==> src/rtl/psg_mixer_pkg.sv <==
// psg_mixer_pkg: shared types, widths and helpers for the PSG audio mixer.
//   state_t : sequencer states (IDLE, MAC_A, MAC_B, MAC_C, FILT, OUT)
//   ACC_W   : accumulator width (holds 3 x 4064 = 12192)
//   SND_W   : output sample width
//   sat16   : clamp an 18-bit signed value to the signed 16-bit range
package psg_mixer_pkg;

  localparam int ACC_W = 14;
  localparam int SND_W = 16;

  typedef enum logic [2:0] {
    IDLE  = 3'd0,
    MAC_A = 3'd1,
    MAC_B = 3'd2,
    MAC_C = 3'd3,
    FILT  = 3'd4,
    OUT   = 3'd5
  } state_t;

  function automatic logic signed [SND_W-1:0] sat16(input logic signed [17:0] v);
    logic signed [SND_W-1:0] r;
    if (v > 18'sd32767) begin
      r = 16'sh7FFF;
    end else if (v < -18'sd32768) begin
      r = 16'sh8000;
    end else begin
      r = v[15:0];
    end
    return r;
  endfunction

endpackage

==> src/rtl/psg_mixer_dcblock.sv <==
// psg_dcblock: DC tracker for the mixer output (high-pass by subtraction).
//   CLK, RESET : clock, synchronous active-high reset
//   en         : one-cycle update strobe (asserted in FILT)
//   x          : non-negative 15-bit mix value
//   y          : x minus the tracked DC level (17-bit signed, combinational)
// The tracker is a leaky integrator: dc = dc_acc >>> DC_SHIFT and
// dc_acc accumulates y each update, so dc follows the mean of x with a
// time constant of 2^DC_SHIFT samples.
module psg_dcblock #(
  parameter int DC_SHIFT = 10
) (
  input  logic               CLK,
  input  logic               RESET,
  input  logic               en,
  input  logic [14:0]        x,
  output logic signed [16:0] y
);

  localparam int DCA_W = 16 + DC_SHIFT;

  logic signed [DCA_W-1:0] dc_acc_r;
  logic signed [15:0]      dc_s;

  // Current DC estimate and the high-passed sample
  always_comb begin
    dc_s = 16'(dc_acc_r >>> DC_SHIFT);
    y    = $signed({2'b00, x}) - $signed({dc_s[15], dc_s});
  end

  // DC accumulator: integrate the residual once per sample
  always_ff @(posedge CLK) begin
    if (RESET) begin
      dc_acc_r <= '0;
    end else if (en) begin
      dc_acc_r <= dc_acc_r + {{(DC_SHIFT - 1){y[16]}}, y};
    end else begin
      dc_acc_r <= dc_acc_r;
    end
  end

endmodule

==> src/rtl/psg_mixer.sv <==
// psg_mixer: scales three PSG channel levels by 4.4 gains through one
// time-shared multiplier, sums them and presents a signed 16-bit sample.
//   CLK, RESET          : clock, synchronous active-high reset
//   CE                  : sample request pulse
//   CHANNEL_A/B/C [7:0] : unsigned channel levels
//   ACTIVE [5:0]        : tone enables [2:0], noise enables [5:3]
//   GAIN_A/B/C [7:0]    : unsigned 4.4 gains (0x10 = 1.0)
//   SND [15:0]          : signed sample, held between strobes
//   SAMPLE              : one-cycle pulse when SND updates (CE + 5 cycles)
//   OVERRUN             : sticky, a CE arrived while busy
// Build option: define PSG_MIXER_DCBLOCK_EN to insert the DC-blocking
// high-pass; otherwise SND = saturate(acc << 1).
module psg_mixer
  import psg_mixer_pkg::*;
#(
  parameter int DC_SHIFT = 10
) (
  input  logic        CLK,
  input  logic        RESET,
  input  logic        CE,
  input  logic [7:0]  CHANNEL_A,
  input  logic [7:0]  CHANNEL_B,
  input  logic [7:0]  CHANNEL_C,
  input  logic [5:0]  ACTIVE,
  input  logic [7:0]  GAIN_A,
  input  logic [7:0]  GAIN_B,
  input  logic [7:0]  GAIN_C,
  output logic [15:0] SND,
  output logic        SAMPLE,
  output logic        OVERRUN
);

  state_t state_r, state_next_s;

  logic [7:0]       chan_a_r, chan_b_r, chan_c_r;
  logic [7:0]       gain_a_r, gain_b_r, gain_c_r;
  logic [5:0]       act_r;
  logic [ACC_W-1:0] acc_r;
  logic [SND_W-1:0] snd_r;
  logic             sample_r;
  logic             overrun_r;

  logic             latch_s;
  logic             mac_s;
  logic             filt_s;
  logic [7:0]       mul_chan_s;
  logic [7:0]       mul_gain_s;
  logic             mul_on_s;
  logic [15:0]      product_s;
  logic [ACC_W-1:0] term_s;
  logic [2:0]       chan_en_s;
  logic [14:0]      x_s;
  logic signed [17:0] y_s;

  assign chan_en_s = act_r[2:0] | act_r[5:3];
  assign product_s = mul_chan_s * mul_gain_s;
  // Drop the 4 fractional gain bits; max 4064 fits easily in ACC_W.
  assign term_s    = mul_on_s ? ACC_W'(product_s >> 4) : {ACC_W{1'b0}};
  assign x_s       = {acc_r, 1'b0};

`ifdef PSG_MIXER_DCBLOCK_EN
  logic signed [16:0] y_dc_s;

  psg_dcblock #(.DC_SHIFT(DC_SHIFT)) u_dcblock (
    .CLK   (CLK),
    .RESET (RESET),
    .en    (filt_s),
    .x     (x_s),
    .y     (y_dc_s)
  );

  assign y_s = {y_dc_s[16], y_dc_s};
`else
  assign y_s = $signed({3'b000, x_s});
`endif

  // Next-state decode and multiplier operand steering
  always_comb begin
    state_next_s = state_r;
    latch_s      = 1'b0;
    mac_s        = 1'b0;
    filt_s       = 1'b0;
    mul_chan_s   = 8'd0;
    mul_gain_s   = 8'd0;
    mul_on_s     = 1'b0;
    case (state_r)
      IDLE: begin
        if (CE) begin
          latch_s      = 1'b1;
          state_next_s = MAC_A;
        end else begin
          state_next_s = IDLE;
        end
      end
      MAC_A: begin
        mac_s        = 1'b1;
        mul_chan_s   = chan_a_r;
        mul_gain_s   = gain_a_r;
        mul_on_s     = chan_en_s[0];
        state_next_s = MAC_B;
      end
      MAC_B: begin
        mac_s        = 1'b1;
        mul_chan_s   = chan_b_r;
        mul_gain_s   = gain_b_r;
        mul_on_s     = chan_en_s[1];
        state_next_s = MAC_C;
      end
      MAC_C: begin
        mac_s        = 1'b1;
        mul_chan_s   = chan_c_r;
        mul_gain_s   = gain_c_r;
        mul_on_s     = chan_en_s[2];
        state_next_s = FILT;
      end
      FILT: begin
        filt_s       = 1'b1;
        state_next_s = OUT;
      end
      OUT: begin
        state_next_s = IDLE;
      end
      default: begin
        state_next_s = IDLE;
      end
    endcase
  end

  // State, holding registers, accumulator and registered outputs.
  // SND/SAMPLE load at the FILT->OUT edge so they are visible during OUT.
  always_ff @(posedge CLK) begin
    if (RESET) begin
      state_r   <= IDLE;
      chan_a_r  <= 8'd0;
      chan_b_r  <= 8'd0;
      chan_c_r  <= 8'd0;
      gain_a_r  <= 8'd0;
      gain_b_r  <= 8'd0;
      gain_c_r  <= 8'd0;
      act_r     <= 6'd0;
      acc_r     <= {ACC_W{1'b0}};
      snd_r     <= {SND_W{1'b0}};
      sample_r  <= 1'b0;
      overrun_r <= 1'b0;
    end else begin
      state_r  <= state_next_s;
      sample_r <= filt_s;
      if (latch_s) begin
        chan_a_r <= CHANNEL_A;
        chan_b_r <= CHANNEL_B;
        chan_c_r <= CHANNEL_C;
        gain_a_r <= GAIN_A;
        gain_b_r <= GAIN_B;
        gain_c_r <= GAIN_C;
        act_r    <= ACTIVE;
        acc_r    <= {ACC_W{1'b0}};
      end else if (mac_s) begin
        acc_r <= acc_r + term_s;
      end else begin
        acc_r <= acc_r;
      end
      if (filt_s) begin
        snd_r <= sat16(y_s);
      end else begin
        snd_r <= snd_r;
      end
      if (CE && (state_r != IDLE)) begin
        overrun_r <= 1'b1;
      end else begin
        overrun_r <= overrun_r;
      end
    end
  end

  assign SND     = snd_r;
  assign SAMPLE  = sample_r;
  assign OVERRUN = overrun_r;

endmodule

==> config.mk <==
export PLATFORM = sky130hd
export DESIGN_NAME = psg_mixer
export DESIGN_NICKNAME = d
export VERILOG_FILES = /design/src/rtl/psg_mixer_pkg.sv /design/src/rtl/psg_mixer_dcblock.sv /design/src/rtl/psg_mixer.sv
export SDC_FILE = /design/constraint.sdc
export NUM_CORES = 1
export LEC_CHECK = 0
export BUFFER_PORTS_ARGS = -buffer_cell sky130_fd_sc_hd__buf_2
export CAP_MARGIN = 20
export CORE_MARGIN = 5
export CORE_UTILIZATION = 49
export CTS_BUF_LIST = sky130_fd_sc_hd__clkbuf_4
export DETAILED_ROUTE_END_ITERATION = 12
export GPL_TIMING_DRIVEN = 0
export PLACE_DENSITY = 0.69
export SETUP_SLACK_MARGIN = 0.1
export SKIP_LAST_GASP = 1
export SLEW_MARGIN = 10
export SYNTH_ARGS = -nofsm -noshare
export SYNTH_HDL_FRONTEND = slang
export SYNTH_HIERARCHICAL = 1
export SYNTH_SLANG_ARGS = --single-unit
==> constraint.sdc <==
create_clock -name CLK -period 8.6 [get_ports CLK]
set_input_delay 1.29 -clock CLK [delete_from_list [all_inputs] [get_ports CLK]]
set_output_delay 1.29 -clock CLK [all_outputs]
set_load 0.01 [all_outputs]
==> tab_implementation.tex <==
\begin{tabular}{lr}
\hline
Metric & Value \\
\hline
\multicolumn{2}{l}{\textbf{Outcome}} \\
Result of the run & finished, final reports clean \\
\multicolumn{2}{l}{\textbf{Critical path}} \\
Worst setup slack for register-to-register paths & between 800 and 900 ps \\
Critical Path RT & around 9000 ps \\
Worst setup path endpoint & acc\_r[13] \\
Worst reg2reg path depth & 28 \\
CP Class & register to register \\
R2r startpoint & state\_r[1] \\
Worst-path maximum fanout & 10 \\
Slowest cell delay on critical path & 580 ps \\
Crit-path slowest cell & o311ai\_1 \\
Arrival time at the worst endpoint & 8120 ps \\
Crit path from & state\_r[1] \\
Nature of the critical path endpoint & register \\
Reg-to-reg endpoint & acc\_r[13] \\
Type of element launching the critical path & register \\
\multicolumn{2}{l}{\textbf{Timing}} \\
Final Setup Violations & 0 \\
Worst-Margin Slew & approximately 720 ps \\
Relative slew slack & 0.5169 \\
Post-route fraction of the period consumed by the critical path & 0.9004 \\
Final hold violation count & 0 \\
Worst clock skew & $\sim$15 ps \\
Pins Over Slew Limit & 0 \\
Final setup TNS & 0 ps \\
Min cycle time layout & between 7000 and 8000 ps \\
RSZ-0062 raised after global routing & no \\
Max Freq & around 130 MHz \\
\multicolumn{2}{l}{\textbf{Power and ir drop}} \\
Clk pwr share & 0.254 \\
Worst ir drop on vdd & 135.2 µV \\
Flop pwr share & 0.537 \\
Combinational group share of total power & 0.209 \\
Net switching power & approximately 0.27 mW \\
Internal power of the cells & approximately 0.55 mW \\
Power Dens Cells & 121.4 nW/µm² \\
Switching power share of the total & 0.3306 \\
Static leakage & around 3 nW \\
\multicolumn{2}{l}{\textbf{Layout}} \\
Total of fill cells in the finished design & approximately 1100 \\
Post-route core utilization & 0.5617 \\
Layout overhead on the synthesized area & 11.70\% \\
Layout cell share with drive strength beyond 1 & 0.1470 \\
Number of nets in the final layout & 991 \\
Cell Count, Final, Fillers Out & between 1000 and 1500 \\
\multicolumn{2}{l}{\textbf{CTS}} \\
Post-CTS resize count & 0 \\
Clock latency of the later-clocked register in the worst-skew pair & between 400 and 500 ps \\
Post-CTS setup buffer count & 0 \\
CTS Root Buffer Type & clkbuf\_4 \\
Clock edge transition at the registers on the reported setup and hold paths & about 140 ps \\
TritonCTS clock tree & yes \\
Count of hold buffers inserted by post-cts repair & 0 \\
Maximum root-to-sink buffer count & 2 \\
H-tree depth & 3 \\
Number of CTS-inserted buffers & 9 \\
Number of clock sinks & 87 \\
\multicolumn{2}{l}{\textbf{Drt}} \\
Final wirelength & between 15000 and 20000 µm \\
Vias after detailed routing & 5520 \\
Number of remaining DRC errors & 0 \\
Violation count after the first detailed-route iteration & 372 \\
Antenna Nets Post-Route & 0 \\
DRT Pass-1 Iters & 5 \\
Mean number of vias per cell & 5.380 \\
Wire length per cell after detailed routing & approximately 15 µm \\
\multicolumn{2}{l}{\textbf{Synth}} \\
Synth warn & 6 \\
Combinational family with the most area after synthesis & adder cells \\
Library cell with the highest instance count after synthesis & nand2\_1 \\
Proportion of register bits with asynchronous set or reset after synthesis & 0 \\
Fraction of the yosys area taken by sequential cells & 0.2871 \\
Synth Cell Area & approximately 6000 µm² \\
List of most frequent post-synthesis cells & 163 x nand2\_1, 95 x a21oi\_1, 87 x dfxtp\_1 \\
Ranking of synthesized cells by area & dfxtp\_1 29\%, fa\_1 12\%, nand2\_1 10\%, ha\_1 9.3\%, a21oi\_1 7.8\% \\
Avg Inst Size Synth & about 8 µm² \\
Number of library cell types mapped by synthesis & 56 \\
Cell type with the largest total area after synthesis & dfxtp\_1 \\
Seq cells post-synth & slightly below 90 \\
Portion of synthesized cell area occupied by the leading cell type & 0.2871 \\
Parity-gate share of the synthesized area counting xor and xnor cells & 0.02021 \\
Post-synth EDFFs & 0 \\
Post-synthesis adder-cell area fraction & 0.2149 \\
Post-synthesis compound-gate area fraction & 0.1656 \\
Syn Inst Count & about 770 \\
Synth Area in Simple Gates & 0.2137 \\
Top flip-flop cell by instance count after synthesis & dfxtp\_1 \\
Proportion of synthesized area in mux cells & 0.03135 \\
\multicolumn{2}{l}{\textbf{Floorplan}} \\
Number of ports placed on the die boundary & 75 \\
Cell Rows & 40 \\
Placeable Area & about 12000 µm² \\
Die Y & 121.3 µm \\
Starting Density & 0.5029 \\
Horizontal die dimension & about 120 µm \\
Full die area & approximately 15000 µm² \\
\multicolumn{2}{l}{\textbf{Global route}} \\
Wire length of the first global-routing pass & between 20000 and 30000 µm \\
Initial antenna violation count & 1 \\
Total global-route track usage & 0.2145 \\
Pin count of the biggest net entering global routing & 16 \\
Gr ovfl total & 0 \\
Number of global-route vias before repair & between 5000 and 6000 \\
\multicolumn{2}{l}{\textbf{Hold path}} \\
Type of the most critical hold path & register to register \\
Launch point of the worst hold path & SND[8] \\
\multicolumn{2}{l}{\textbf{Place}} \\
Count of input and output buffers & 72 \\
Placed cell count & 1008 \\
Placer Congestion & 0.8964 \\
Half-perimeter wire length after detailed placement & 12560 µm \\
\multicolumn{2}{l}{\textbf{Flow run}} \\
Max Cap Violations & 0 \\
\hline
\end{tabular}
==> power groups by stage <==
stage          Clock [mW]  Combinational, mW  Sequential [mW]
6_report            0.209              0.172            0.441
3_3_place_gp            0              0.166            0.449
3_5_place_dp            0              0.171            0.450
2_1_floorplan           0              0.117            0.446
4_1_cts             0.213              0.171            0.441
5_1_grt             0.229              0.191            0.444
==> layer usage <==
| layer | track usage | wire [µm] |
|---|---|---|
| met1 | 0.3056 | 7292 |
| met2 | 0.3446 | 7290 |
| met3 | 0.02984 | 735 |
| met4 | 0.05322 | 157 |
| met5 | 0 | 0 |
==> worst max-delay path, delay by kind of cell, from the launching register on <==
family | cells | cell delay (ps)
AOI/OAI and AO/OA | 8 | 2180
and+or+nand+nor | 4 | 440
xor gates and xnor gates | 1 | 180
muxes | 2 | 640
buffers and inverters | 7 | 1160
adders and majority gates | 6 | 2730
DFF | 1 | 330
==> metrics by stage <==
stage | cell area [µm²] | setup slack, ps | hold slack (ps) | power [mW]
after floorplan | 6070 | 1830 | 431.5 | 0.5627
after CTS | 6760 | 562.2 | 463.3 | 0.8251
after global routing | 6775 | 296.6 | 473.0 | 0.8641
after global placement | 6640 | 794.8 | 439.0 | 0.6154
final | 6775 | 856.6 | 461.5 | 0.8224
after detailed placement | 6640 | 620.1 | 445.5 | 0.6208
==> worst min path at each step <==
stage | end | slack (ps) | cells after the start
4_1_cts | SND[3] | 460 | 2
2_1_floorplan | act_r[2] | 430 | 2
6_report | SND[8] | 460 | 2
5_1_grt | SND[14] | 470 | 2
3_5_place_dp | SND[8] | 450 | 2
3_3_place_gp | gain_c_r[6] | 440 | 2
==> sequential cells by signal, indices dropped and copies added, names as in the netlist <==
name and flops:
gain_c_r 8, chan_a_r 8, chan_c_r 8, SND 14, act_r 6, acc_r 14, chan_b_r 8, OVERRUN 1
state_r 3, SAMPLE 1, gain_b_r 8, gain_a_r 8
==> cells by family after synthesis <==
group / after synthesis
buffers and inverters: 101
xor gates and xnor gates: 14
other: 1
DFF: 87
adders and majority gates: 82
AOI/OAI and AO/OA: 160
muxes: 17
and+or+nand+nor: 305
==> layout make-up <==
| class | count | area, µm² | area share |
|---|---|---|---|
| diodes | 1 | 2.502 | 0.0003693 |
| plain buffers | 48 | 203.9 | 0.03010 |
| clock buffers | 10 | 75.07 | 0.01108 |
| clock inverters | 6 | 45.04 | 0.006648 |
| inverters | 53 | 198.9 | 0.02936 |
| multi-input cells | 580 | 3925 | 0.5793 |
| flip-flops and latches | 87 | 1742 | 0.2571 |
| well taps | 168 | 210.2 | 0.03102 |
| repair buffers | 73 | 372.9 | 0.05503 |
==> cells in the final DEF (no fill, tap or decap), types with 15 or more instances in the layout <==
cell type	instances
or3_1	15
a21oi_1	95
fa_1	37
o21ai_0	19
nand2_1	163
inv_1	52
mux2_2	16
nor2_1	77
clkbuf_1	42
ha_1	45
dfxtp_1	87
buf_2	73
(Power assumes the default switching activity.)
